### src/rtl/max_group_sched.sv
// max_group_sched: gathers W-bit scores into groups of L and launches them into a fixed-latency max pipeline.
// Define MAX_GROUP_SCHED_STATS_EN to add the stat_groups / stat_stall counters.
`default_nettype none

module max_group_sched #(
   parameter int W     = 8,
   parameter int L     = 16,
   parameter int DEPTH = 4
) (
   input  logic           c,
   input  logic           r,
   input  logic [W-1:0]   in_d,
   input  logic           in_valid,
   input  logic           in_last,
   output logic           in_ready,
   output logic [L*W-1:0] mx_d,
   input  logic [W-1:0]   mx_q,
   output logic [W-1:0]   out_q,
   output logic           out_last,
   output logic           out_valid,
   input  logic           out_ready
`ifdef MAX_GROUP_SCHED_STATS_EN
   ,
   output logic [15:0]    stat_groups,
   output logic [15:0]    stat_stall
`endif
);

   localparam int GW = (L > 1) ? $clog2(L) : 1;
   localparam int PW = (DEPTH > 1) ? $clog2(DEPTH) : 1;
   localparam int CW = $clog2(DEPTH + 1);
   localparam logic [GW-1:0] GLAST    = GW'(L - 1);
   localparam logic [PW-1:0] PLAST    = PW'(DEPTH - 1);
   localparam logic [CW-1:0] CRED_MAX = CW'(DEPTH);

   typedef enum logic [1:0] {
      GATHER = 2'd0,
      LAUNCH = 2'd1,
      STALL  = 2'd2
   } state_t;

   state_t         state;
   logic [W-1:0]   gbuf [L];
   logic [GW-1:0]  gcnt;
   logic           last_flag;
   logic [L-2:0]   vpipe;
   logic [L-2:0]   lpipe;
   logic [CW-1:0]  credits;
   logic [W:0]     mem [DEPTH];
   logic [PW-1:0]  wptr;
   logic [PW-1:0]  rptr;
   logic [CW-1:0]  count;

   logic in_xfer;
   logic launch;
   logic pop;
   logic fifo_wr;

   assign in_ready = (state == GATHER) && !r;
   assign in_xfer  = in_valid && in_ready;
   assign launch   = (state == LAUNCH) && (credits != '0);
   assign pop      = out_valid && out_ready;
   assign fifo_wr  = vpipe[L-2];

   always_comb begin
      mx_d = '0;
      if (launch) begin
         for (int k = 0; k < L; k++) begin
            mx_d[k*W +: W] = gbuf[k];
         end
      end
   end

   // gbuf is zeroed after every launch so unused slots of a partial group pad with the unsigned minimum
   always_ff @(posedge c or posedge r) begin
      if (r) begin
         state     <= GATHER;
         gcnt      <= '0;
         last_flag <= 1'b0;
         for (int k = 0; k < L; k++) begin
            gbuf[k] <= '0;
         end
      end else begin
         case (state)
            GATHER: begin
               if (in_xfer) begin
                  gbuf[gcnt] <= in_d;
                  gcnt       <= gcnt + 1'b1;
                  if ((gcnt == GLAST) || in_last) begin
                     state     <= LAUNCH;
                     last_flag <= in_last;
                  end
               end
            end
            LAUNCH: begin
               if (launch) begin
                  state <= GATHER;
                  gcnt  <= '0;
                  for (int k = 0; k < L; k++) begin
                     gbuf[k] <= '0;
                  end
               end else begin
                  state <= STALL;
               end
            end
            STALL: begin
               if (credits != '0) begin
                  state <= LAUNCH;
               end
            end
            default: state <= GATHER;
         endcase
      end
   end

   // Valid/last tags ride alongside the L-1 cycle max pipeline
   always_ff @(posedge c or posedge r) begin
      if (r) begin
         vpipe <= '0;
         lpipe <= '0;
      end else begin
         vpipe[0] <= launch;
         lpipe[0] <= last_flag;
         for (int k = 1; k < L - 1; k++) begin
            vpipe[k] <= vpipe[k-1];
            lpipe[k] <= lpipe[k-1];
         end
      end
   end

   // A credit is reserved at launch and returned only when the result leaves the FIFO
   always_ff @(posedge c or posedge r) begin
      if (r) begin
         credits <= CRED_MAX;
      end else begin
         case ({launch, pop})
            2'b10:   credits <= credits - 1'b1;
            2'b01:   credits <= credits + 1'b1;
            default: credits <= credits;
         endcase
      end
   end

   always_ff @(posedge c or posedge r) begin
      if (r) begin
         wptr  <= '0;
         rptr  <= '0;
         count <= '0;
         for (int k = 0; k < DEPTH; k++) begin
            mem[k] <= '0;
         end
      end else begin
         if (fifo_wr) begin
            mem[wptr] <= {lpipe[L-2], mx_q};
            wptr      <= (wptr == PLAST) ? '0 : wptr + 1'b1;
         end
         if (pop) begin
            rptr <= (rptr == PLAST) ? '0 : rptr + 1'b1;
         end
         case ({fifo_wr, pop})
            2'b10:   count <= count + 1'b1;
            2'b01:   count <= count - 1'b1;
            default: count <= count;
         endcase
      end
   end

   assign out_valid = (count != '0);
   assign out_q     = out_valid ? mem[rptr][W-1:0] : '0;
   assign out_last  = out_valid & mem[rptr][W];

   always @(posedge c) begin
      if (!r) begin
         assert (!(fifo_wr && !pop && (count == CRED_MAX)));
      end
   end

`ifdef MAX_GROUP_SCHED_STATS_EN
   always_ff @(posedge c or posedge r) begin
      if (r) begin
         stat_groups <= '0;
         stat_stall  <= '0;
      end else begin
         if (launch && (stat_groups != 16'hFFFF)) begin
            stat_groups <= stat_groups + 16'd1;
         end
         if ((state == STALL) && (stat_stall != 16'hFFFF)) begin
            stat_stall <= stat_stall + 16'd1;
         end
      end
   end
`endif

endmodule

`default_nettype wire

### config.mk
export PLATFORM = sky130hd
export DESIGN_NAME = max_group_sched
export DESIGN_NICKNAME = d
export VERILOG_FILES = /design/src/rtl/max_group_sched.sv
export SDC_FILE = /design/constraint.sdc
export NUM_CORES = 1
export LEC_CHECK = 0
export CAP_MARGIN = 30
export CELL_PAD_IN_SITES_DETAIL_PLACEMENT = 1
export CELL_PAD_IN_SITES_GLOBAL_PLACEMENT = 2
export CORE_ASPECT_RATIO = 0.9
export CORE_MARGIN = 2
export CORE_UTILIZATION = 25
export CTS_CLUSTER_SIZE = 24
export DETAILED_ROUTE_END_ITERATION = 8
export PLACE_DENSITY_LB_ADDON = 0.1
export SYNTH_ARGS = -nofsm -noshare
export SYNTH_HDL_FRONTEND = slang
export SYNTH_SLANG_ARGS = --single-unit
### constraint.sdc
create_clock -name c -period 12.2 [get_ports c]
set_input_delay 2.44 -clock c [delete_from_list [all_inputs] [get_ports c]]
set_output_delay 2.44 -clock c [all_outputs]
set_load 0.02 [all_outputs]
==> results.md, run 1 <==
* Vias at 6502
* Critical path arrival at 3.91 ns
* DRC at 0
* Post-layout min period at 6.35 ns
* Synthesized instance count at 809
* Critical Path Sink Type: output pin
* First-pass GRT wire length at 45100 um
* Share of flip-flops with an asynchronous set or reset at 100%
* Synth warnings at 0
* CTS Hold Bufs at 0
* Maxcap violations at 0
* Final Skew at 0.0101 ns
* Comb power frac at 25.8%
* TritonRoute pass-1 iters at 4
* Buf+Inv Stages, Crit Path at 2
* RSZ-0062 raised after global routing: false
* Clock latency at the later pin of the worst-skew pair at 0.53 ns
* Mean area per synthesized cell at 11.9 um2
* Crit-path max cell delay at 0.63 ns
* 1st-iter DRT viols at 236
* Post-CTS Resized at 0
* Root buffer cell: clkbuf_16
* Hold Path Class: reg -> reg
* Initial Util at 25.3%
* Num ports at 160
* Hpwl dp at 17900 um
* Initial antenna violation count at 1
* Cell mode on critical path: clkdlybuf4s50_1
* Slew HR at 40.0%
* Syn-to-layout area delta at 32.5%
* Setup TNS at 0 ns
* Fin crit share at 52.0%
* Die Ht at 190 um
* Area of the multi-input gates at 0.00408 mm2
* Clk pwr share at 34.0%
* Clock buffer count from CTS at 26
* Pwr Total at 2430 uW
* Leakage at 0.00606 uW
* Net count after synthesis at 843
* Slew Viols, Final at 0
* Main synth FF type: dfrtp_1
* Worst IR drop on VDD at 75.6 uV
* Clock Path Buffers at 3
* Commonest non-fill, non-tap cell in the layout: dfrtp_1
* Pint at 1670 uW
* WP data required at 9.76 ns
* Area of the die at 0.0402 mm2
* Commonest cells after routing, fill and taps aside: dfrtp_1 (210), clkdlybuf4s50_1 (159), and2_1 (139), o21ai_0 (134), mux2i_1 (129)
* Register area at 0.00528 mm2
* Die Width at 211 um
* CP max stage cell: clkdlybuf4s50_1
* Family with the most delay on the worst path: buffers and inverters
* Number of global-route vias before repair at 7054
* Switching pwr at 760 uW
* Slew @ Worst Pin at 0.900 ns
* Crit path max fanout at 4
* Cell area power density at 190 mW/mm2
* Clock tree from TritonCTS: yes
* H-tree depth at 1
* Via density at 4.46
* WL/cell at 19.9 um
* Final Hold Viols at 0
* Share of cells above drive strength 1 at 13.2%
* Max Fclk at 158 MHz
* Worst setup SP type: input port
* GP Congestion at 0.662
* Setup Fix Bufs, Post-CTS at 0
* Syn Std Cell Area at 0.00966 mm2
* Sink Count at 211
* Fillers at 4057
* Antenna-violating nets left at 0
* Post-synth EDFFs at 0
* GR Overflow Total at 0
* Endpoints failing setup at 0
* CP Class: in -> out
* GRT Overall Usage at 14.5%
* Crit-path cells: clkdlybuf4s50_1, nor3_1, clkdlybuf4s50_1
* Core area at 0.0382 mm2
* Synth cell types at 36
* Count of state elements after synthesis at 211
* Sw frac at 31.3%
* Reg power frac at 40.2%
* Run status: finished clean
* Clk slew on worst S/H paths at 0.06 ns
* Port buffer count at 159
* Final #Nets at 983
* FP Rows at 68
* Largest net degree at the start of global routing at 87
* Final wirelength at 29000 um
* Sequential fraction of the synthesis area at 54.7%
[path summary, 6_finish.rpt]
check,from,end,slack (ns),cells after the start
max,r,in_ready,5.85,3
min,vpipe[5]$_DFF_PP0_,vpipe[6]$_DFF_PP0_,0.35,0
max reg2reg,state[1]$_DFFE_PP0P_,credits[1]$_DFFE_PP0P_,9.56,7
min reg2reg,vpipe[5]$_DFF_PP0_,vpipe[6]$_DFF_PP0_,0.35,0
max in group asynchronous,r,gbuf[30]$_DFFE_PP0P_,8.26,5
min in group asynchronous,r,gbuf[111]$_DFFE_PP0P_,2.45,2
[synth_stat cells, types with 2 or more instances]
| library cell | instances | area (um2) |
|---|---|---|
| a21oi_1 | 2 | 10.0 |
| buf_4 | 4 | 30.0 |
| fa_1 | 2 | 40.0 |
| and3_1 | 3 | 18.8 |
| mux2_2 | 39 | 439 |
| buf_1 | 2 | 7.51 |
| nand3_2 | 13 | 130 |
| buf_2 | 5 | 25.0 |
| nand2_1 | 8 | 30.0 |
| dfrtp_1 | 210 | 5260 |
| nor2_1 | 4 | 15.0 |
| mux4_2 | 9 | 203 |
| nor2b_1 | 2 | 12.5 |
| mux2i_1 | 129 | 1290 |
| o21ai_0 | 134 | 671 |
| xor2_1 | 4 | 35.0 |
| and2_1 | 139 | 870 |
| clkbuf_1 | 48 | 180 |
| inv_1 | 20 | 75.1 |
| or3_1 | 4 | 25.0 |
| nand2b_1 | 2 | 12.5 |
| xnor2_1 | 2 | 17.5 |
| ha_1 | 11 | 138 |
[flip-flops by register name, indices dropped and copies added, names as in the netlist]
name,count
credits,3
gcnt,4
lpipe,15
state,2
wptr,2
mem,36
gbuf,128
rptr,2
vpipe,15
last_flag,1
count,3
[metrics by stage]
step	setup slack, ns	instances	area [um2]	hold slack [ns]	utilization (%)
4_1_cts	5.85	1457	12800	0.342	33.4
3_5_place_dp	5.85	1410	11800	0.336	31.0
3_3_place_gp	5.87	1404	11700	0.334	30.6
2_1_floorplan	4.00	809	9660	0.331	-
5_1_grt	5.69	1458	12800	0.353	33.5
6_report	5.85	1459	12800	0.346	33.5
[power groups by stage]
stage / combinational, uW / clock, uW / sequential [uW]
global placement: 620 / 0 / 988
CTS: 642 / 855 / 979
floorplan: 451 / 0 / 932
detailed placement: 640 / 0 / 990
finish: 627 / 826 / 975
global route: 693 / 881 / 1000
[cell type report]
type	instances	area share (%)
tap	490	4.79
multi-input combinational	518	31.8
inverter	20	0.645
clock inverter	16	1.57
clock buffer	31	5.63
timing repair buffer	172	14.2
antenna	1	0.0196
sequential	211	41.3
[layer usage]
layer | track usage [%] | routed length (um) | part of all wire, % | vias up
li1 | - | - | - | 3047
met4 | 2.74 | 423 | 1.5 | 0
met1 | 20.9 | 14100 | 49 | 3317
met3 | 2.06 | 914 | 3.1 | 32
met2 | 23.3 | 13600 | 47 | 106
met5 | 0 | 0 | 0 | -
[worst register-to-register path, stage by stage (launching register included)]
cell,delay [ns]
dfrtp_1,0.45
nand2b_4,0.48
nor2_4,0.54
inv_1,0.10
ha_1,0.22
inv_1,0.07
fa_1,0.40
mux2_2,0.26
[kinds of logic after synthesis]
logic type | after synthesis | synth area share, %
flops | 211 | 54.7
xor+xnor | 6 | 0.544
simple gates | 182 | 12.2
fa+ha+maj | 13 | 1.84
compound gates | 140 | 7.35
mux | 177 | 20.0
buf+inv | 80 | 3.34
Note: power is estimated with default switching activity, not from simulation.
==> run 2: changes to the inputs <==
==> constraint.sdc (replaced) <==
create_clock -name c -period 6 [get_ports c]
set_input_delay 1.2 -clock c [delete_from_list [all_inputs] [get_ports c]]
set_output_delay 1.2 -clock c [all_outputs]
set_load 0.02 [all_outputs]
==> run 2 against run 1 <==
  * Critical path depth is 2 higher
  * Flip-flop and latch count stayed put
  * Worst setup slack worse by 4.2 ns
  * Routed wire length is 0.18% higher
  * Hold slack worse by 0.0018 ns
  * Sequential power is 100% higher
  * Critical path type is now reg -> out
  * Global-route usage is 0.090 points higher
  * Combinational power is 100% higher
  * First-iteration DRC count is 8.5% higher
  * Core utilization is 0.56 points lower
  * Final cell count is 0.41% lower
==> results.md, run 2 (synthesized netlist as in run 1, its figures left out) <==
* GRT Overall Usage at 14.6% (+0.090 points)
* Sink Count at 211 (unchanged)
* GP Congestion at 0.664 (+0.27%)
* Crit path max fanout at 105 (+101)
* Slew @ Worst Pin at 0.961 ns (+0.0608 ns)
* Via density at 4.51 (+1.2%)
* Slew HR at 35.9% (-4.1 points)
* Clk slew on worst S/H paths at 0.06 ns (about the same)
* Clock buffer count from CTS at 25 (-3.8%)
* RSZ-0062 raised after global routing: false
* Fillers at 4112 (+1.4%)
* Root buffer cell: clkbuf_16
* Endpoints failing setup at 0 (unchanged)
* DRC at 0 (unchanged)
* Worst IR drop on VDD at 152 uV (+100%)
* Core area at 0.0382 mm2 (unchanged)
* Hold Path Class: reg -> reg
* GR Overflow Total at 0 (unchanged)
* Worst Reg-to-Reg Cells at 7 (unchanged)
* Share of cells above drive strength 1 at 11.6% (-1.6 points)
* Biggest register: gbuf
* TritonRoute pass-1 iters at 4 (unchanged)
* Vias at 6550 (+0.74%)
* Final Hold Viols at 0 (unchanged)
* Largest registers: gbuf (128), mem (36)
* Worst setup SP type: flop
* Largest net degree at the start of global routing at 138 (+59%)
* 1st-iter DRT viols at 256 (+8.5%)
* Hold depth at 0 (unchanged)
* Num ports at 160 (unchanged)
* Port buffer count at 159 (unchanged)
* CP Class: reg -> out
* Clock tree from TritonCTS: yes
* Slew Viols, Final at 0 (unchanged)
* Maxcap violations at 0 (unchanged)
* Die Ht at 190 um (unchanged)
* Commonest cells after routing, fill and taps aside: dfrtp_1 (210), clkdlybuf4s50_1 (159), and2_1 (139), o21ai_0 (134), mux2i_1 (129)
* WP data required at 4.80 ns (-4.96 ns)
* Initial antenna violation count at 1 (unchanged)
* Area of the die at 0.0402 mm2 (unchanged)
* Clock Path Buffers at 3 (unchanged)
* Clock latency at the later pin of the worst-skew pair at 0.52 ns (about the same)
* Initial Util at 25.3% (unchanged)
* Final #Nets at 983 (unchanged)
* Fin crit share at 72.8%
* WL/cell at 20.0 um (+0.60%)
* Syn-to-layout area delta at 30.3%
* Reg2Reg Setup Slack at 3.49 ns (-6.07 ns)
* Max Fclk at 229 MHz
* Final wirelength at 29100 um (+0.18%)
* Antenna-violating nets left at 0 (unchanged)
* Critical Path Sink Type: output pin
* Die Width at 211 um (unchanged)
* Critical path arrival at 3.17 ns (-0.74 ns)
* Post-CTS Resized at 0 (unchanged)
* H-tree depth at 1 (unchanged)
* Final Skew at 0.00783 ns (-0.00227 ns)
* Hpwl dp at 18000 um (+0.50%)
* Cell area power density at 368 mW/mm2 (+94%)
* Setup TNS at 0 ns (unchanged)
* Leakage at 0.00595 uW (-1.7%)
* CTS Hold Bufs at 0 (unchanged)
* First-pass GRT wire length at 45300 um (+0.51%)
* FP Rows at 68 (unchanged)
* Number of global-route vias before repair at 7149 (+1.3%)
* Run status: finished clean
* Post-layout min period at 4.37 ns
* Setup Fix Bufs, Post-CTS at 0 (unchanged)
* Final core occ at 32.9% (-0.56 points)
* Max reg flops at 128 (unchanged)
* Commonest non-fill, non-tap cell in the layout: dfrtp_1
==> run 2: metrics by stage <==
| stage | hold WS (ns) | cell area, um2 | std cells | setup slack, ns | power, uW |
|---|---|---|---|---|---|
| 2_1_floorplan | 0.331 | 9660 | 809 | 2.06 | 2810 |
| 3_3_place_gp | 0.332 | 11700 | 1406 | 2.13 | 3280 |
| 3_5_place_dp | 0.336 | 11900 | 1412 | 2.11 | 3310 |
| 4_1_cts | 0.348 | 12600 | 1452 | 1.54 | 4740 |
| 5_1_grt | 0.357 | 12600 | 1452 | 1.38 | 4950 |
| 6_report | 0.344 | 12600 | 1453 | 1.63 | 4640 |
==> run 2: critical path, cell delays in order (launching register included) <==
cell             delay (ns)
dfrtp_1                0.47
nand2b_4               0.34
nor2_4                 0.53
buf_12                 0.37
and2_1                 0.22
clkdlybuf4s50_1        0.62
==> run 2: final cells by class <==
type / instances / area, um2 / area share, %
Sequential cell: 211 / 5280 / 42.0
Multi-Input combinational cell: 518 / 4080 / 32.4
Timing Repair Buffer: 173 / 1820 / 14.5
Clock buffer: 39 / 708 / 5.63
Tap cell: 490 / 613 / 4.87
Inverter: 20 / 78.8 / 0.626
Clock inverter: 1 / 5.00 / 0.0398
Antenna cell: 1 / 2.50 / 0.0199
==> run 2: worst paths after layout <==
check | from | to
worst max register to register | state[1]$_DFFE_PP0P_ | credits[1]$_DFFE_PP0P_
worst max-delay path | state[1]$_DFFE_PP0P_ | mx_d[66]
worst min-delay path | lpipe[12]$_DFF_PP0_ | lpipe[13]$_DFF_PP0_
worst min register to register | lpipe[12]$_DFF_PP0_ | lpipe[13]$_DFF_PP0_
min in group asynchronous | r | gbuf[101]$_DFFE_PP0P_
max in group asynchronous | r | gbuf[24]$_DFFE_PP0P_
==> run 2: power breakdown <==
part | internal, uW | switching, uW | total (uW)
clock network | 798 | 588 | 1390
logic | 601 | 668 | 1270
registers | 1760 | 222 | 1980
total | 3160 | 1480 | 4640
==> run 2: layer usage <==
layer	GRT usage (%)	up-vias	share of wire, %
met4	2.84	0	1.6
met5	0	-	0
met3	2.37	30	3.5
li1	-	3040	-
met2	22.9	103	45
met1	21.3	3377	50
